**config.mk**
```make
export PLATFORM = sky130hd
export DESIGN_NAME = mux_rr_reg
export DESIGN_NICKNAME = d
export VERILOG_FILES = /design/src/rtl/mux_rr_reg.sv
export SDC_FILE = /design/constraint.sdc
export NUM_CORES = 1
export LEC_CHECK = 0
export CORE_ASPECT_RATIO = 1.5
export CORE_UTILIZATION = 43
export DETAILED_ROUTE_END_ITERATION = 10
export PLACE_DENSITY = 0.77
export RECOVER_POWER = 25
export SLEW_MARGIN = 25
export SYNTH_ARGS = -nofsm -noshare
export SYNTH_HDL_FRONTEND = slang
export SYNTH_SLANG_ARGS = --single-unit
```
**constraint.sdc**
```tcl
create_clock -name clk -period 3.4 [get_ports clk]
set_input_delay 0.85 -clock clk [delete_from_list [all_inputs] [get_ports clk]]
set_output_delay 0.85 -clock clk [all_outputs]
set_load 0.1 [all_outputs]
```
**src/rtl/mux_rr_reg.sv**
```systemverilog
// Registered N:1 channel multiplexer with manual select or round-robin scan.
// Valid/ready on every input channel and on the single registered output.
module mux_rr_reg #(
    parameter int WIDTH    = 8,
    parameter int CHANNELS = 4,
    localparam int SEL_W   = $clog2(CHANNELS)
) (
    input  logic                      clk,
    input  logic                      rst,
    input  logic [CHANNELS*WIDTH-1:0] din,
    input  logic [CHANNELS-1:0]       in_valid,
    output logic [CHANNELS-1:0]       in_ready,
    input  logic                      mode,
    input  logic [SEL_W-1:0]          sel,
    output logic [WIDTH-1:0]          dout,
    output logic [SEL_W-1:0]          out_chan,
    output logic                      out_valid,
    input  logic                      out_ready,
    output logic [15:0]               xfer_count
);

    logic [WIDTH-1:0] lanes [CHANNELS];
    logic [SEL_W-1:0] ptr;
    logic [SEL_W-1:0] grant;
    logic [SEL_W-1:0] cand;
    logic             grant_ok;
    logic             sel_ok;
    logic             load_en;
    logic             take;
    logic             give;

    for (genvar k = 0; k < CHANNELS; k++) begin : g_lane
        assign lanes[k] = din[k*WIDTH +: WIDTH];
    end

    assign sel_ok  = ({1'b0, sel} < (SEL_W+1)'(CHANNELS));
    assign load_en = !out_valid || out_ready;
    assign give    = out_valid && out_ready;

    // Round-robin search starts just after the last granted channel.
    always_comb begin
        grant    = '0;
        grant_ok = 1'b0;
        cand     = '0;
        if (mode) begin
            for (int i = 1; i <= CHANNELS; i++) begin
                cand = SEL_W'((int'(ptr) + i) % CHANNELS);
                if (!grant_ok && in_valid[cand]) begin
                    grant    = cand;
                    grant_ok = 1'b1;
                end
            end
        end else begin
            grant    = sel;
            grant_ok = sel_ok;
        end
    end

    always_comb begin
        in_ready = '0;
        if (!rst && grant_ok) begin
            in_ready[grant] = load_en;
        end
    end

    assign take = !rst && grant_ok && load_en && in_valid[grant];

    always_ff @(posedge clk or posedge rst) begin
        if (rst) begin
            dout       <= '0;
            out_chan   <= '0;
            out_valid  <= 1'b0;
            ptr        <= SEL_W'(CHANNELS - 1);
            xfer_count <= '0;
        end else begin
            if (take) begin
                dout      <= lanes[grant];
                out_chan  <= grant;
                out_valid <= 1'b1;
                ptr       <= grant;
            end else if (give) begin
                out_valid <= 1'b0;
            end
            if (give) begin
                xfer_count <= xfer_count + 16'd1;
            end
        end
    end

endmodule

```
==> results.json, run 1 <==
{
  "cts_setup_buffers": 0,
  "drtPass1Iterations": 4,
  "fin_crit_sh_pct": 97.1,
  "ys_ff_latch": 29,
  "min_period_ps": 3300,
  "yosysSeqAreaShare_pct": 40.3,
  "ios": 73,
  "vias": 1761,
  "path_max_fanout": 5,
  "grt_pass1_wl_um": 7480,
  "hold_viol": 0,
  "final_core_util_pct": 68.9,
  "drc": 0,
  "yosys_warnings": 0,
  "cts_htree_levels": 2,
  "worstPathRequired_ps": 2550,
  "dieArea_um2": 4470,
  "start_kind": "input pin",
  "synth-edff-count": 0,
  "fp.dieH_um": 81.4,
  "drt_wl_total_um": 4710,
  "ys_types": 37,
  "synth_cells": 199,
  "fill_cells": 346,
  "clkTransAtPathRegs_ps": 60,
  "cp.arrival_ps": 2450,
  "cts.path.max_buffers": 2,
  "synthArstFlopShare_pct": 100,
  "drtIter0Drc": 27,
  "detail-route-antenna-nets": 0,
  "die_w_um": 54.9,
  "p_total_w": 0.00233,
  "grt_setup_unrepaired": "no",
  "grt_usage_pct": 23.4,
  "syn_to_final_growth_pct": 52.2,
  "holdBufCountCts": 0,
  "grt_pass1_vias": 1715,
  "cts_resized": 0,
  "layout.nets": 326,
  "maxSlewHeadroom_pct": -4.42,
  "slew_violations": 30,
  "tritoncts": "yes",
  "fmax_ghz": 0.303,
  "crit_type": "in2out",
  "p_leak_nw": 1.26,
  "viasPerCell": 5.35,
  "pwr_density_cell_nw_per_um2": 846,
  "syn_nets": 242,
  "grt_antenna_before_repair": 0,
  "clock_skew_ps": 5.20,
  "ir_drop_uv": 732,
  "initial_core_util_pct": 45.3,
  "maxCapViolCount": 1,
  "max_slew.worst_pin.slew_ps": 1570,
  "fin_setup_tns_ps": 0,
  "wl_per_cell_um": 14.3,
  "synthesis.area_um2": 1810,
  "core_area_um2": 3990,
  "status": "finished, violations left",
  "crit_path_end_kind": "output port",
  "row_count": 28,
  "grt_overflow": 0,
  "syn_area_per_cell_um2": 9.09,
  "synth_flop_cell": "dfrtp_1",
  "cts_sinks": 29,
  "grt_max_degree": 30,
  "gp_congestion": 0.826,
  "drive_gt1_share_pct": 26.8,
  "num_antenna_cells": 0,
  "hold_class": "reg2reg",
  "most-common-layout-cells": "clkdlybuf4s50_1, buf_4, dfrtp_1, a31oi_1, inv_1",
  "dp_hpwl_um": 3680,
  "numCtsBuffers": 5,
  "violations": "max-capacitance violations, max-slew violations",
  "portBuffers": 72,
  "setup_viol": 0,
  "clockRootBuffer": "clkbuf_8",
  "clkLatencyLatePin_ps": 280
}
==> layer usage <==
| metal | GRT usage (%) | vias up | routed length, um |
|---|---|---|---|
| li1 | - | 864 | - |
| met1 | 24.4 | 832 | 1760 |
| met2 | 41.8 | 59 | 2600 |
| met3 | 6.85 | 6 | 287 |
| met4 | 9.25 | 0 | 64 |
| met5 | 0 | - | 0 |
==> Yosys cell counts, types with 4 or more instances <==
cell       n  area [um2]
xor2_1     4        35.0
and3_1     4        25.0
inv_1     26        97.6
xnor2_1   11        96.3
clkbuf_1   6        22.5
o21ai_0   17        85.1
nand2_1   15        56.3
dfrtp_1   27         676
a31oi_1   26         163
nor2_1    14        52.6
nand2b_1   5        31.3
a31o_1     8        70.1
==> path summary, 6_finish.rpt <==
| kind | start | end | slack, ps | cells past startpoint |
|---|---|---|---|---|
| setup reg to reg | ptr[0] | dout[4] | 1250 | 8 |
| hold reg to reg | xfer_count[15] | xfer_count[15] | 480 | 1 |
| hold / removal | xfer_count[15] | xfer_count[15] | 480 | 1 |
| min in group asynchronous | rst | dout[2] | 1640 | 3 |
| setup / recovery | in_valid[0] | in_ready[2] | 100 | 6 |
| max in group asynchronous | rst | xfer_count[15] | 850 | 3 |
==> metrics by stage <==
step	worst slack (ps)	cells	hold slack (ps)	cell area, um2
finish	98.8	329	483	2750
CTS	43.6	329	492	2750
global placement	70.6	321	462	2650
global route	27.2	329	514	2750
detailed placement	46.8	321	471	2650
floorplan	11.1	199	519	1840
==> cells by family (layout without fill, tap and decap cells) <==
| group | count (synthesis) | in the layout | synth area share [%] |
|---|---|---|---|
| compound gates | 64 | 64 | 26.1 |
| simple gates | 52 | 52 | 15.2 |
| buf+inv | 35 | 120 | 8.17 |
| flops | 29 | 29 | 40.3 |
| xor+xnor | 15 | 15 | 7.27 |
| mux | 3 | 3 | 2.28 |
| fa+ha+maj | 1 | 1 | 0.692 |
==> power breakdown <==
part | switching [W] | leakage [nW] | internal (W)
Sequential | 0.0000959 | 0.371 | 0.000458
Clock | 0.000128 | 0.0542 | 0.000183
Combinational | 0.00104 | 0.834 | 0.000423
==> critical path, stage by stage <==
cell,delay (ps)
clkdlybuf4s50_1,610
nor2_1,90
a31oi_1,310
nand2_1,240
nor2_4,170
buf_12,180
==> state kept, by name (all words and copies together) (netlist names) <==
register	cells
out_valid	1
ptr	2
xfer_count	16
out_chan	2
dout	8
==> layout make-up <==
type                    count  area [um2]  share of cell area (%)
inverters                  26         101                    3.68
clock inverters             1        5.00                   0.182
flip-flops and latches     29         728                    26.5
repair buffers             86         795                    28.9
clock buffers               7        96.3                    3.50
multi-input cells         135         970                    35.2
well taps                  45        56.3                    2.05
Note: power is estimated with default switching activity, not from simulation.
==> run 2, diff against run 1 <==
Settings changed: CORE_UTILIZATION 43 to 26, PLACE_DENSITY 0.77 to 0.5.
==> results.json, run 2 (same netlist as run 1, synthesis figures left out) <==
{
  "maxSlewHeadroom_pct": -5.95,
  "drtIter0Drc": 117,
  "dp_hpwl_um": 4190,
  "initial_core_util_pct": 27.3,
  "tritoncts": "yes",
  "final.setup.worst_slack_ps": 81.2,
  "grt_pass1_vias": 1826,
  "cp.arrival_ps": 2470,
  "layout.nets": 331,
  "path_max_fanout": 5,
  "gp_congestion": 0.802,
  "largest_register_ffs": 16,
  "grt_usage_pct": 15.4,
  "ios": 73,
  "slew_violations": 30,
  "setup_viol": 0,
  "fin_crit_sh_pct": 97.6,
  "violations": "max-capacitance violations, max-slew violations",
  "cts_sinks": 29,
  "final_core_util_pct": 42.8,
  "drt_wl_total_um": 5480,
  "status": "finished, violations left",
  "min_period_ps": 3320,
  "regMostFlops": "xfer_count",
  "core_area_um2": 6620,
  "num_antenna_cells": 0,
  "max_stage_delay_ps": 470,
  "cts.path.max_buffers": 2,
  "pre_cts_slack_ps": -70.0,
  "path_buf_inv": 2,
  "hold_class": "reg2reg",
  "fmax_ghz": 0.301,
  "numCtsBuffers": 5,
  "grt_antenna_before_repair": 0,
  "holdBufCountCts": 0,
  "portBuffers": 72,
  "final_common_cell": "buf_4",
  "fill_cells": 681,
  "dieArea_um2": 7300,
  "most-common-layout-cells": "buf_4, clkdlybuf4s50_1, dfrtp_1, inv_1, a31oi_1",
  "crit_path_end_kind": "output port",
  "detail-route-antenna-nets": 0,
  "ir_drop_uv": 286,
  "row_count": 36,
  "drive_gt1_share_pct": 29.4,
  "wl_per_cell_um": 15.0,
  "clkTransAtPathRegs_ps": 60,
  "grt_max_degree": 30,
  "worstPathRequired_ps": 2550,
  "grt_overflow": 0,
  "grt_setup_unrepaired": "no",
  "rrSetupSlack_ps": 1060,
  "cpMaxStageDelayCell": "clkdlybuf4s50_1",
  "drtPass1Iterations": 4,
  "crit_family": "buffers and inverters",
  "p_leak_nw": 1.29,
  "cts_htree_levels": 2,
  "pwr_density_cell_nw_per_um2": 824,
  "start_kind": "input pin",
  "viasPerCell": 4.86,
  "max_slew.worst_pin.slew_ps": 1590,
  "maxCapViolCount": 1,
  "fp.dieH_um": 104,
  "top_regs": "xfer_count x16, dout x8",
  "clkLatencyLatePin_ps": 280,
  "clock_skew_ps": 3.73,
  "grt_pass1_wl_um": 9000,
  "crit_chain": "clkdlybuf4s50_1 -> or2_1 -> a32oi_2 -> a21o_2 -> nand2_2 -> nor2_4 -> buf_12",
  "clockRootBuffer": "clkbuf_8",
  "hold_viol": 0,
  "vias": 1773,
  "crit_type": "in2out",
  "hold_ws_ps": 471,
  "drc": 0,
  "syn_to_final_growth_pct": 56.7,
  "die_w_um": 70.1
}
-- run 2: cell count changes in the layout (fill, tap and decap cells not counted), moves of 2 or more --
cell             delta
nand2_2             +3
buf_4               +5
clkdlybuf4s50_1     -2
clkbuf_8            -2
nand2_1             -3
-- run 2: layer usage --
metal | share of wire (%) | wire length [um] | GRT usage, %
met2 | 52 | 2840 | 27.0
met3 | 5.2 | 283 | 3.00
met5 | 0 | 0 | 0
met1 | 42 | 2300 | 19.0
met4 | 1.0 | 55 | 4.29
-- run 2: report_power, final --
part,switching [W],internal [W],leakage [nW]
registers,0.0000914,0.000458,0.371
clock network,0.000129,0.000141,0.0450
logic,0.00107,0.000448,0.874
total,0.00129,0.00105,1.29
-- run 2: path summary, 6_finish.rpt --
| path | from | endpoint | cells past startpoint |
|---|---|---|---|
| max in group asynchronous | rst | dout[3] | 3 |
| worst min-delay path | xfer_count[15] | xfer_count[15] | 1 |
| worst min register to register | xfer_count[15] | xfer_count[15] | 1 |
| min in group asynchronous | rst | xfer_count[0] | 3 |
| worst max register to register | ptr[0] | out_chan[0] | 8 |
| worst max-delay path | in_valid[3] | in_ready[1] | 7 |
-- run 2: timing repair --
item / 4_1_cts / 5_1_grt
setup buffers: 0 / 3
endpoints found under the setup margin: 2 / 4
pin swaps: 0 / 2
resized for setup: 3 / 8
-- run 2: cell type report --
class | count | area [um2] | area share (%)
multi-input cells | 135 | 993 | 35.1
inverters | 26 | 101 | 3.58
flip-flops and latches | 29 | 728 | 25.7
clock inverters | 2 | 10.0 | 0.353
well taps | 76 | 95.1 | 3.36
clock buffers | 6 | 72.6 | 2.56
repair buffers | 91 | 833 | 29.4
-- run 2: worst register-to-register path, stage by stage (launching register included) --
cell and delay, ps:
dfstp_2 570, and2b_4 210, a32oi_2 220, buf_4 160, a21oi_2 60, buf_4 190, o211ai_4 80, and3_1 410
mux2_4 330
-- run 2: through the flow --
| stage | setup TNS [ps] | instance area (um2) | total power (W) | instances |
|---|---|---|---|---|
| 6_report | 0 | 2830 | 0.00234 | 365 |
| 5_1_grt | 0 | 2830 | 0.00246 | 365 |
| 4_1_cts | 0 | 2790 | 0.00233 | 362 |
| 3_5_place_dp | -136 | 2700 | 0.00205 | 354 |
| 3_3_place_gp | -89.4 | 2700 | 0.00204 | 354 |
| 2_1_floorplan | 0 | 1840 | 0.00166 | 199 |
==> run 3, diff against run 2 <==
Settings changed: CAP_MARGIN from default to 20, CORE_MARGIN from default to 3.
==> results.json, run 3 (same netlist as run 1, synthesis figures left out) <==
{
  "row_count": 36,
  "cts_resized": 0,
  "violations": "max-capacitance violations, max-slew violations",
  "crit_path_end_kind": "output port",
  "crit_chain": "clkdlybuf4s50_1 -> nand2b_1 -> and4b_4 -> o21ai_2 -> and2_2 -> nor2_4 -> buf_12",
  "r2r_end": "dout[2]",
  "drt_wl_total_um": 5430,
  "viasPerCell": 4.84,
  "ios": 73,
  "hp-start": "xfer_count[15]",
  "hold_end": "xfer_count[15]",
  "drtPass1Iterations": 4,
  "path_max_fanout": 5,
  "p_leak_nw": 1.27,
  "final_core_util_pct": 42.5,
  "grt_pass1_wl_um": 8970,
  "dp_hpwl_um": 4340,
  "grt_antenna_before_repair": 0,
  "num_antenna_cells": 0,
  "portBuffers": 72,
  "clkLatencyLatePin_ps": 280,
  "final_cells": 363,
  "fp.dieH_um": 108,
  "status": "finished, violations left",
  "initial_core_util_pct": 27.3,
  "rrSetupSlack_ps": 1210,
  "grt_usage_pct": 14.5,
  "ir_drop_uv": 299,
  "top_regs": "xfer_count x16, dout x8",
  "grt_setup_unrepaired": "yes",
  "wl_per_cell_um": 15.0,
  "pwr_density_cell_nw_per_um2": 834,
  "reg2regPathDepth": 8,
  "cts_htree_levels": 2,
  "fin_setup_tns_ps": 0,
  "layout.nets": 329,
  "final_common_cell": "buf_4",
  "maxSlewHeadroom_pct": -4.94,
  "dp.cells": 355,
  "clkTransAtPathRegs_ps": 60,
  "start_kind": "input pin",
  "clockRootBuffer": "clkbuf_8",
  "worstHoldPathCells": 1,
  "tritoncts": "yes",
  "vias": 1756,
  "largest_register_ffs": 16,
  "drtIter0Drc": 67,
  "crit_type": "in2out",
  "p_total_w": 0.00235,
  "grt_max_degree": 30,
  "dieArea_um2": 8010,
  "detail-route-antenna-nets": 0,
  "fill_cells": 681,
  "syn_to_final_growth_pct": 55.8,
  "drc": 0,
  "min_period_ps": 3310,
  "final.setup.worst_slack_ps": 93.1,
  "hold_viol": 0,
  "holdBufCountCts": 0,
  "fmax_ghz": 0.302,
  "regMostFlops": "xfer_count",
  "most-common-layout-cells": "buf_4, clkdlybuf4s50_1, dfrtp_1, a31oi_1, inv_1",
  "cts.path.max_buffers": 2,
  "grt_overflow": 0,
  "fin_crit_sh_pct": 97.3,
  "cpMaxStageDelayCell": "clkdlybuf4s50_1",
  "cp.arrival_ps": 2460,
  "gp_congestion": 0.765,
  "grt_pass1_vias": 1811,
  "max_stage_delay_ps": 560,
  "cts_setup_buffers": 0,
  "rr_startpoint": "ptr[0]",
  "max_slew.worst_pin.slew_ps": 1570,
  "slew_violations": 30,
  "hold_class": "reg2reg",
  "die_w_um": 74.1,
  "worstPathRequired_ps": 2550,
  "cts_sinks": 29,
  "pre_cts_slack_ps": 9.72,
  "core_area_um2": 6620,
  "numCtsBuffers": 5,
  "drive_gt1_share_pct": 28.2,
  "setup_viol": 0,
  "maxCapViolCount": 1,
  "clock_skew_ps": 4.23
}
==> run 3: cell count changes in the layout (fill, tap and decap cells not counted), moves of 2 or more <==
| cell | previous run | this run |
|---|---|---|
| nand2_1 | 12 | 14 |
| clkdlybuf4s50_1 | 38 | 40 |
| clkbuf_8 | 5 | 7 |
| buf_4 | 45 | 43 |
| nand2_2 | 3 | 1 |
==> run 3: area by class of cell <==
class / instances / area (um2) / share of cell area, %
Multi-Input combinational cell: 135 / 973 / 34.6
Timing Repair Buffer: 89 / 817 / 29.0
Sequential cell: 29 / 728 / 25.9
Inverter: 26 / 101 / 3.60
Clock buffer: 7 / 96.3 / 3.42
Tap cell: 76 / 95.1 / 3.38
Clock inverter: 1 / 5.00 / 0.178
==> run 3: how the worst max path moves through the flow <==
stage           startpoint     endpoint  slack [ps]
2_1_floorplan         mode  in_ready[1]          10
3_3_place_gp   in_valid[3]  in_ready[1]          50
3_5_place_dp   in_valid[3]  in_ready[1]          10
4_1_cts        in_valid[3]  in_ready[1]           3
5_1_grt        in_valid[3]  in_ready[1]         -10
6_report       in_valid[1]  in_ready[0]          90
==> run 3: critical path: cells and delay by family <==
kind,cells,cell delay (ps)
buffers and inverters,2,720
and+or+nand+nor,4,660
AOI/OAI and AO/OA,1,210
==> run 3: report_power, final <==
part,total [W],internal (W),switching [W]
logic,0.00149,0.000432,0.00106
registers,0.000545,0.000457,0.0000880
clock network,0.000311,0.000183,0.000128
total,0.00235,0.00107,0.00128
==> run 3: stage by stage <==
stage                     area, um2  hold slack, ps
final                          2820             468
after global placement         2710             464
after global routing           2820             499
after floorplan                1840             519
after detailed placement       2710             466
after CTS                      2810             476
==> run 3: routing by layer <==
| layer | up-vias | GRT usage, % | routed length (um) | share of wire [%] |
|---|---|---|---|---|
| met5 | - | 0 | 0 | 0 |
| met2 | 62 | 24.6 | 2780 | 51 |
| met1 | 821 | 18.1 | 2200 | 40 |
| met3 | 4 | 3.16 | 397 | 7.3 |
| met4 | 0 | 4.27 | 54 | 0.99 |
| li1 | 869 | - | - | - |
